<file path="src/rtl/sync_delay_pipe.sv">
// sync_delay_pipe: DEPTH-stage valid/ready register pipeline. Each stage holds
// one beat; a stage loads whenever it is empty or its beat moves on, so
// bubbles collapse toward the output and full throughput is kept when
// out_ready is high. Optional bit reversal is pure wiring on the input.
//
// Ports
//   clk       : clock, rising edge
//   reset_n   : asynchronous active-low reset
//   flush     : synchronous discard of all held beats (blocks input that cycle)
//   in_valid  : upstream beat present
//   in_ready  : beat accepted this cycle
//   in_data   : upstream payload, WIDTH bits
//   out_valid : last stage holds a beat
//   out_ready : downstream accepts the beat
//   out_data  : last-stage payload, WIDTH bits (holds last value when empty)
//   count     : occupied stages, 0..DEPTH

// One pipeline stage: valid bit plus data register.
module sdp_stage #(
   parameter int WIDTH = 8
) (
   input  logic             clk,
   input  logic             reset_n,
   input  logic             flush,
   input  logic             take,      // stage may load this cycle
   input  logic             src_vld,
   input  logic [WIDTH-1:0] src_dat,
   output logic             vld,
   output logic [WIDTH-1:0] dat
);
   always_ff @(posedge clk or negedge reset_n) begin
      if (!reset_n) begin
         vld <= 1'b0;
         dat <= '0;
      end else if (flush) begin
         vld <= 1'b0;
      end else if (take) begin
         vld <= src_vld;
         // data only moves with a real beat so an emptied stage keeps its value
         if (src_vld) dat <= src_dat;
      end
   end
endmodule

module sync_delay_pipe #(
   parameter int WIDTH   = 8,
   parameter int DEPTH   = 4,
   parameter bit REVERSE = 1'b0
) (
   input  logic             clk,
   input  logic             reset_n,
   input  logic             flush,
   input  logic             in_valid,
   output logic             in_ready,
   input  logic [WIDTH-1:0] in_data,
   output logic             out_valid,
   input  logic             out_ready,
   output logic [WIDTH-1:0] out_data,
   output logic [4:0]       count
);
   logic [DEPTH-1:0]            vld_pipe;
   logic [DEPTH-1:0][WIDTH-1:0] dat_pipe;
   logic [DEPTH-1:0]            src_vld;
   logic [DEPTH-1:0][WIDTH-1:0] src_dat;
   logic [DEPTH:0]              take;     // take[DEPTH] is the downstream sink
   logic [WIDTH-1:0]            in_data_w;
   logic                        in_hs, out_hs;

   generate
      if (REVERSE) begin : g_rev
         for (genvar i = 0; i < WIDTH; i++) begin : g_bit
            assign in_data_w[i] = in_data[WIDTH-1-i];
         end
      end else begin : g_fwd
         assign in_data_w = in_data;
      end
   endgenerate

   // A stage can take a beat if it is empty or the stage after it can take
   // its current beat. Ripples combinationally from out_ready to in_ready.
   always_comb begin
      take        = '0;
      take[DEPTH] = out_ready;
      for (int k = DEPTH-1; k >= 0; k--)
         take[k] = ~vld_pipe[k] | take[k+1];
   end

   assign in_ready  = ~flush & take[0];
   assign in_hs     = in_valid & in_ready;
   assign out_valid = vld_pipe[DEPTH-1];
   assign out_data  = dat_pipe[DEPTH-1];
   assign out_hs    = out_valid & out_ready;

   generate
      for (genvar k = 0; k < DEPTH; k++) begin : g_stg
         if (k == 0) begin : g_src_in
            assign src_vld[k] = in_hs;
            assign src_dat[k] = in_data_w;
         end else begin : g_src_prev
            assign src_vld[k] = vld_pipe[k-1];
            assign src_dat[k] = dat_pipe[k-1];
         end
         sdp_stage #(.WIDTH(WIDTH)) u_stg (
            .clk     (clk),
            .reset_n (reset_n),
            .flush   (flush),
            .take    (take[k]),
            .src_vld (src_vld[k]),
            .src_dat (src_dat[k]),
            .vld     (vld_pipe[k]),
            .dat     (dat_pipe[k])
         );
      end
   endgenerate

   // Occupancy tracks handshakes; a beat emitted during flush is delivered,
   // the flush still leaves the pipe empty.
   always_ff @(posedge clk or negedge reset_n) begin
      if (!reset_n)
         count <= '0;
      else if (flush)
         count <= '0;
      else if (in_hs && !out_hs)
         count <= count + 5'd1;
      else if (!in_hs && out_hs)
         count <= count - 5'd1;
   end
endmodule

</file>
<file path="config.mk">
export PLATFORM = sky130hd
export DESIGN_NAME = sync_delay_pipe
export DESIGN_NICKNAME = d
export VERILOG_FILES = /design/src/rtl/sync_delay_pipe.sv
export SDC_FILE = /design/constraint.sdc
export NUM_CORES = 1
export LEC_CHECK = 0
export BUFFER_PORTS_ARGS = -buffer_cell sky130_fd_sc_hd__buf_2
export CORE_UTILIZATION = 50
export DETAILED_ROUTE_END_ITERATION = 8
export GPL_TIMING_DRIVEN = 0
export PLACE_DENSITY = 0.74
export SLEW_MARGIN = 10
export SYNTH_ARGS = -nofsm -noshare
export SYNTH_HDL_FRONTEND = slang
export SYNTH_SLANG_ARGS = --single-unit
export TNS_END_PERCENT = 20
</file>
<file path="constraint.sdc">
create_clock -name clk -period 2.31 [get_ports clk]
set_input_delay 0.231 -clock clk [delete_from_list [all_inputs] [get_ports clk]]
set_output_delay 0.231 -clock clk [all_outputs]
set_load 0.02 [all_outputs]
</file>
==> results of run 1 <==
[kinds of logic (layout without fill, tap and decap cells)]
logic type | after synthesis | after routing | share of synthesized area
adders and majority gates | 5 | 5 | 0.0383
AOI/OAI and AO/OA | 13 | 13 | 0.0390
xor gates and xnor gates | 2 | 2 | 0.00958
buffers and inverters | 11 | 53 | 0.0431
and+or+nand+nor | 26 | 26 | 0.0896
muxes | 36 | 36 | 0.220
DFF | 41 | 41 | 0.561
[what timing repair did]
action	4_1_cts	5_1_grt
resized for setup	2	4
gates cloned	0	0
buffers inserted	3	4
endpoints found under the setup margin	1	1
pin swaps	0	3
[state kept, by name, indices dropped and copies added, names as in the netlist]
name and cells:
g_stg.u_stg.dat 32, count 5, g_stg.u_stg.vld 4
[power groups by stage]
stage	logic (mW)	clock network, mW	registers, mW
global route	0.597	0.419	1.03
floorplan	0.391	0	1.00
CTS	0.539	0.393	1.01
finish	0.544	0.373	1.00
detailed placement	0.531	0	1.02
global placement	0.511	0	1.01
[cell usage in the layout (no fill, tap or decap), types with 2 or more instances in the layout]
cell type / n
a21oi_1: 8
buf_2: 27
buf_4: 15
clkbuf_4: 5
dfrtp_1: 41
ha_1: 4
mux2_2: 33
mux2i_1: 3
nand2_1: 3
nand2_2: 2
nand3_1: 2
nand3b_2: 2
nor2_1: 8
nor2b_1: 2
xor2_1: 2
[worst max-delay path, cell delays in order, from the launching register on]
cell     delay (ns)
dfrtp_1        0.41
and3_4         0.20
o21ai_2        0.13
nand2_2        0.11
fa_2           0.38
a21o_1         0.19
a21oi_2        0.13
mux2i_1        0.21
mux2_2         0.35
[final timing paths]
path                                  startpoint               endpoint  slack [ns]  cells after the start
setup / recovery              g_stg[2].u_stg.vld               count[4]        0.09                      8
hold / removal                           reset_n     g_stg[0].u_stg.vld      -0.004                      1
setup reg to reg              g_stg[2].u_stg.vld               count[4]        0.09                      8
hold reg to reg            g_stg[2].u_stg.dat[4]  g_stg[3].u_stg.dat[4]        0.51                      1
max in group asynchronous                reset_n               count[1]        1.77                      1
min in group clk                      in_data[3]  g_stg[0].u_stg.dat[3]        0.11                      2
[Yosys cell counts, types with 2 or more instances]
library cell	instances	area share
a21oi_1	9	0.025
and3_1	2	0.0068
buf_4	8	0.033
dfrtp_1	41	0.56
ha_1	4	0.027
mux2_2	33	0.20
mux2i_1	3	0.016
nand2_1	4	0.0082
nand3_1	2	0.0055
nand3b_2	2	0.012
nor2_1	8	0.016
nor2b_1	2	0.0068
xor2_1	2	0.0096
[cell type report]
type	instances	share of cell area
Tap cell	46	0.0267
Multi-Input combinational cell	82	0.344
Buffer	10	0.0348
Timing Repair Buffer	34	0.0870
Inverter	1	0.00174
Sequential cell	41	0.476
Clock buffer	6	0.0238
Clock inverter	2	0.00638
[metrics by stage]
| stage | hold WS [ns] | power (mW) | TNS, ns | instances |
|---|---|---|---|---|
| CTS | 0.0145 | 1.94 | 0 | 218 |
| finish | -0.00427 | 1.92 | 0 | 222 |
| floorplan | -0.0646 | 1.39 | 0 | 134 |
| global placement | 0.389 | 1.52 | -0.0845 | 207 |
| detailed placement | 0.404 | 1.56 | -0.154 | 207 |
| global route | 0.0415 | 2.05 | -0.0309 | 222 |
[per-layer routing]
layer	global-route usage	wire length [um]	share of wire
met1	0.218	1370	0.44
met2	0.280	1550	0.50
met3	0.0383	106	0.034
met4	0.116	58	0.019
met5	0	0	0
==> reports/metrics.cfg, run 1 <==
[logic_synthesis]
syn_nets=152
synth_edf_count=0
ys_types=27
netlist_area_sq_mm=0.00183
yosysWarnings=0
yosys_most_used_dff=dfrtp_1
synth_cells=134
yosysSeqAreaShare=0.561
ys_seq_elements=41
avgSynthCellArea_sq_um=13.7
synthArstFlopShare=1.00

[outcome]
outcome=finished with violations
violations=negative hold slack

[grt]
gr-total-overflow=0
grt_pass1_wl_mm=5.15
grt_start_max_net_pins=42
track_usage=0.177
grt_pass1_vias=1118
antenna_found_initial=0

[drt]
ant_nets=0
drc=0
wire_per_inst_um=13.9
vias=1147
wl_mm=3.08
via_per_inst=5.17
firstDrtPassIters=4
initialDrtViolationCount=46

[timing]
worst_slack_ns=0.0860
tightest_slew_ns=0.880
fmax_ghz=0.450
whs_ns=-0.00427
setup_viol=0
relSlewSlack=0.413
hold_violations=6
period_minus_slack_ns=2.22
clock_skew_ns=0.00652
drv_slew=0
period_share=0.963

[layout]
diodes=0
drive_gt1_frac=0.540
seqCellArea_sq_mm=0.00103
postLayoutCoreUtil=0.632
fin_nets=193
final_cell_area_sq_mm=0.00216
multi_input_area_sq_um=742
syn_to_final_growth_pct=17.9
n_fill_cell=292

[power]
intPower_mw=1.35
vdd_drop_max_mv=0.524
p_seq_frac=0.523
p_switching_mw=0.567
pwr-share-clk=0.194
p_leak_nw=1.05
power.share.switching=0.295
comb_power_share=0.283
p_per_area_mw_per_mm2=891

[clocking]
clock_latency_ns=0.34
clk_path_buf_depth=2
holdBufCountCts=0
clkTransAtPathRegs_ns=0.12
root_buffer=clkbuf_4
h-tree-depth=2
clkSinkCount=41
cts_buffers=5
cts_tree=built

[place]
gp_congestion=0.851
place_area_sq_mm=0.00202
hpwl_mm=2.15
post-place-ws_ns=-0.154
port_buffers=27

[worst_setup_path]
cp_max_fo=5
crit_arrival_ns=2.46
critPathRequiredTime_ns=2.54
path_class=reg -> reg
crit_path_start_kind=flip-flop
endpoint_kind=flip-flop

[floorplanning]
io_pins=28
coreArea_sq_mm=0.00342
num_rows=21
die_h_um=62.5
die_area_sq_mm=0.00390
die_w_um=62.5
initial_core_util=0.536

[run]
maxCapViolCount=0

[hold_path]
min_path_type=in -> async

(Power assumes the default switching activity.)
==> run 2: changes to the inputs <==
--- a/config.mk
+++ b/config.mk
@@ -5,6 +5,7 @@
 export SDC_FILE = /design/constraint.sdc
 export NUM_CORES = 1
 export LEC_CHECK = 0
+export ABC_AREA = 1
 export BUFFER_PORTS_ARGS = -buffer_cell sky130_fd_sc_hd__buf_2
 export CORE_UTILIZATION = 50
 export DETAILED_ROUTE_END_ITERATION = 8
==> reports/metrics.cfg, run 2 <==
[outcome]
outcome=finished clean

[logic_synthesis]
netlist_area_sq_mm=0.00187  ; +2.4%
yosysWarnings=0  ; unchanged
synth_top_area_frac=0.548  ; -0.0131
synth_area_leaders=dfrtp_1, nand2_1, a21oi_1
ys_seq_elements=41  ; unchanged
synth_common_cells=dfrtp_1, nand2_1, inv_1, a21oi_1, o21ai_0
yosys_most_used_dff=dfrtp_1
avgSynthCellArea_sq_um=9.56  ; -30%
yosysSeqAreaShare=0.548  ; -0.0131
synth_cells=196  ; +46%
yosys.area.top_type=dfrtp_1
ys_types=25  ; -7.4%
synth_edf_count=0  ; unchanged
synthArstFlopShare=1.00  ; unchanged
syn_nets=214  ; +41%

[grt]
track_usage=0.186  ; +0.00933
grt_start_max_net_pins=42  ; unchanged
grt_pass1_wl_mm=5.64  ; +9.5%
antenna_found_initial=0  ; unchanged
gr-total-overflow=0  ; unchanged
grt_pass1_vias=1294  ; +16%

[power]
pwr-share-clk=0.269  ; +0.075
p_switching_mw=0.540  ; -4.7%
p_seq_frac=0.503  ; -0.020
p_per_area_mw_per_mm2=838  ; -5.9%
vdd_drop_max_mv=0.534  ; +1.8%
p_leak_nw=1.15  ; +9.4%
intPower_mw=1.27  ; -6.1%
power.share.switching=0.298  ; +0.00313
comb_power_share=0.228  ; -0.055

[worst_setup_path]
r2r-start=g_stg[1].u_stg.vld
path_class=reg -> reg
crit_path_start_kind=flip-flop
cp_max_fo=8  ; +3
r2r_end=count[4]
critPathRequiredTime_ns=2.55  ; about the same
ff2ff_setup_slack_ns=0.40  ; +0.31 ns
crit_arrival_ns=2.15  ; -0.31 ns
endpoint_kind=flip-flop
r2r_cells=12  ; +4

[drt]
drc=0  ; unchanged
wire_per_inst_um=10.8  ; -22%
wl_mm=2.99  ; -3.0%
ant_nets=0  ; unchanged
initialDrtViolationCount=50  ; +8.7%
firstDrtPassIters=4  ; unchanged
via_per_inst=4.74  ; -8.3%
vias=1312  ; +14%

[place]
place_area_sq_mm=0.00207  ; +2.0%
hpwl_mm=2.15  ; +0.10%
port_buffers=27  ; unchanged
gp_congestion=0.750  ; -12%

[layout]
largestRegisters=g_stg.u_stg.dat (32), count (5), g_stg.u_stg.vld (4)
final_cell_area_sq_mm=0.00216  ; +0.23%
drive_gt1_frac=0.264  ; -0.276
fin_nets=248  ; +28%
diodes=0  ; unchanged
largest_reg_flops=32  ; unchanged
mostFrequentLayoutCells=nand2_1, dfrtp_1, buf_2
largest_register=g_stg.u_stg.dat
syn_to_final_growth_pct=15.4
postLayoutCoreUtil=0.623  ; -0.00813

[clocking]
clkSinkCount=41  ; unchanged
cts_buffers=5  ; unchanged
clock_latency_ns=0.29  ; -0.05 ns
clkTransAtPathRegs_ns=0.08  ; -0.04 ns
holdBufCountCts=0  ; unchanged
cts_setup_buffers=0  ; -3
cts_resized=0  ; -2
h-tree-depth=2  ; unchanged
root_buffer=clkbuf_8
cts_tree=built
clk_path_buf_depth=2  ; unchanged

[timing]
fmax_ghz=0.524  ; +16%
drv_slew=0  ; unchanged
tightest_slew_ns=0.886  ; +0.00643 ns
rsz0062_at_grt=no
relSlewSlack=0.409  ; -0.00428
tns_ns=0  ; unchanged
hold_violations=0  ; -6
clock_skew_ns=0.00405  ; -0.00246 ns
period_share=0.827  ; -0.136
period_minus_slack_ns=1.91  ; -0.314 ns
setup_viol=0  ; unchanged

[floorplanning]
io_pins=28  ; unchanged
initial_core_util=0.540  ; +0.00451
die_area_sq_mm=0.00399  ; +2.3%
die_h_um=63.2  ; +1.2%
coreArea_sq_mm=0.00347  ; +1.5%
num_rows=21  ; unchanged
die_w_um=63.2  ; +1.2%

[hold_path]
min_path_type=in -> async

[run]
maxCapViolCount=0  ; unchanged

[run 2: worst max-delay path by stage]
| stage | start | end | cells past startpoint |
|---|---|---|---|
| after global routing | g_stg[3].u_stg.vld | count[4] | 13 |
| final | g_stg[1].u_stg.vld | count[4] | 12 |
| after global placement | g_stg[1].u_stg.vld | count[4] | 11 |
| after floorplan | g_stg[3].u_stg.vld | count[4] | 13 |
| after detailed placement | g_stg[1].u_stg.vld | count[4] | 11 |
| after CTS | g_stg[1].u_stg.vld | count[4] | 11 |
[run 2: per-stage QoR]
| stage | hold WS, ns | setup slack (ns) | power [mW] | std cells |
|---|---|---|---|---|
| 6_report | 0.0554 | 0.400 | 1.81 | 277 |
| 2_1_floorplan | -0.0646 | 0.410 | 1.22 | 196 |
| 4_1_cts | 0.0847 | 0.405 | 1.83 | 277 |
| 3_3_place_gp | 0.397 | 0.436 | 1.33 | 269 |
| 5_1_grt | 0.136 | 0.184 | 1.94 | 277 |
| 3_5_place_dp | 0.406 | 0.407 | 1.35 | 269 |
[run 2: critical path, cell delays in order, from the launching register on]
cell and delay (ns):
dfrtp_1 0.44, nand4_2 0.18, nand4_4 0.19, ha_1 0.37, a21oi_1 0.21, nand2_1 0.08
nand2_1 0.07, nand2_1 0.06, inv_1 0.05, nand2_1 0.04, nand2_1 0.06, nand2_1 0.05
nand2_1 0.05
[run 2: logic make-up after synthesis]
kind of cell	Yosys count	share of synthesized area
flip-flops	41	0.548
AND/OR/NAND/NOR	71	0.188
adder cells (fa/ha/maj)	5	0.0374
AO/OA/AOI/OAI	40	0.116
buffers and inverters	37	0.102
XOR/XNOR	2	0.00935
[run 2: power by group through the flow]
stage               combinational, mW  sequential, mW  clock (mW)
finish                          0.413           0.910       0.488
global route                    0.470           0.929       0.539
floorplan                       0.299           0.923           0
global placement                0.406           0.920           0
detailed placement              0.419           0.926           0
CTS                             0.421           0.912       0.499
[run 2: layer usage]
layer,vias to the layer above,GRT usage,part of all wire
met5,-,0,0
met4,0,0.0824,0.013
met3,6,0.0670,0.044
met2,25,0.296,0.48
met1,604,0.227,0.47
li1,677,-,-
[run 2: area by class of cell]
type	instances	area (sq um)
Fill cell	327	1310
Sequential cell	41	1030
Multi-Input combinational cell	118	656
Timing Repair Buffer	27	135
Inverter	25	96.3
Buffer	12	95.1
Clock buffer	6	82.6
Tap cell	46	57.6
Clock inverter	2	13.8
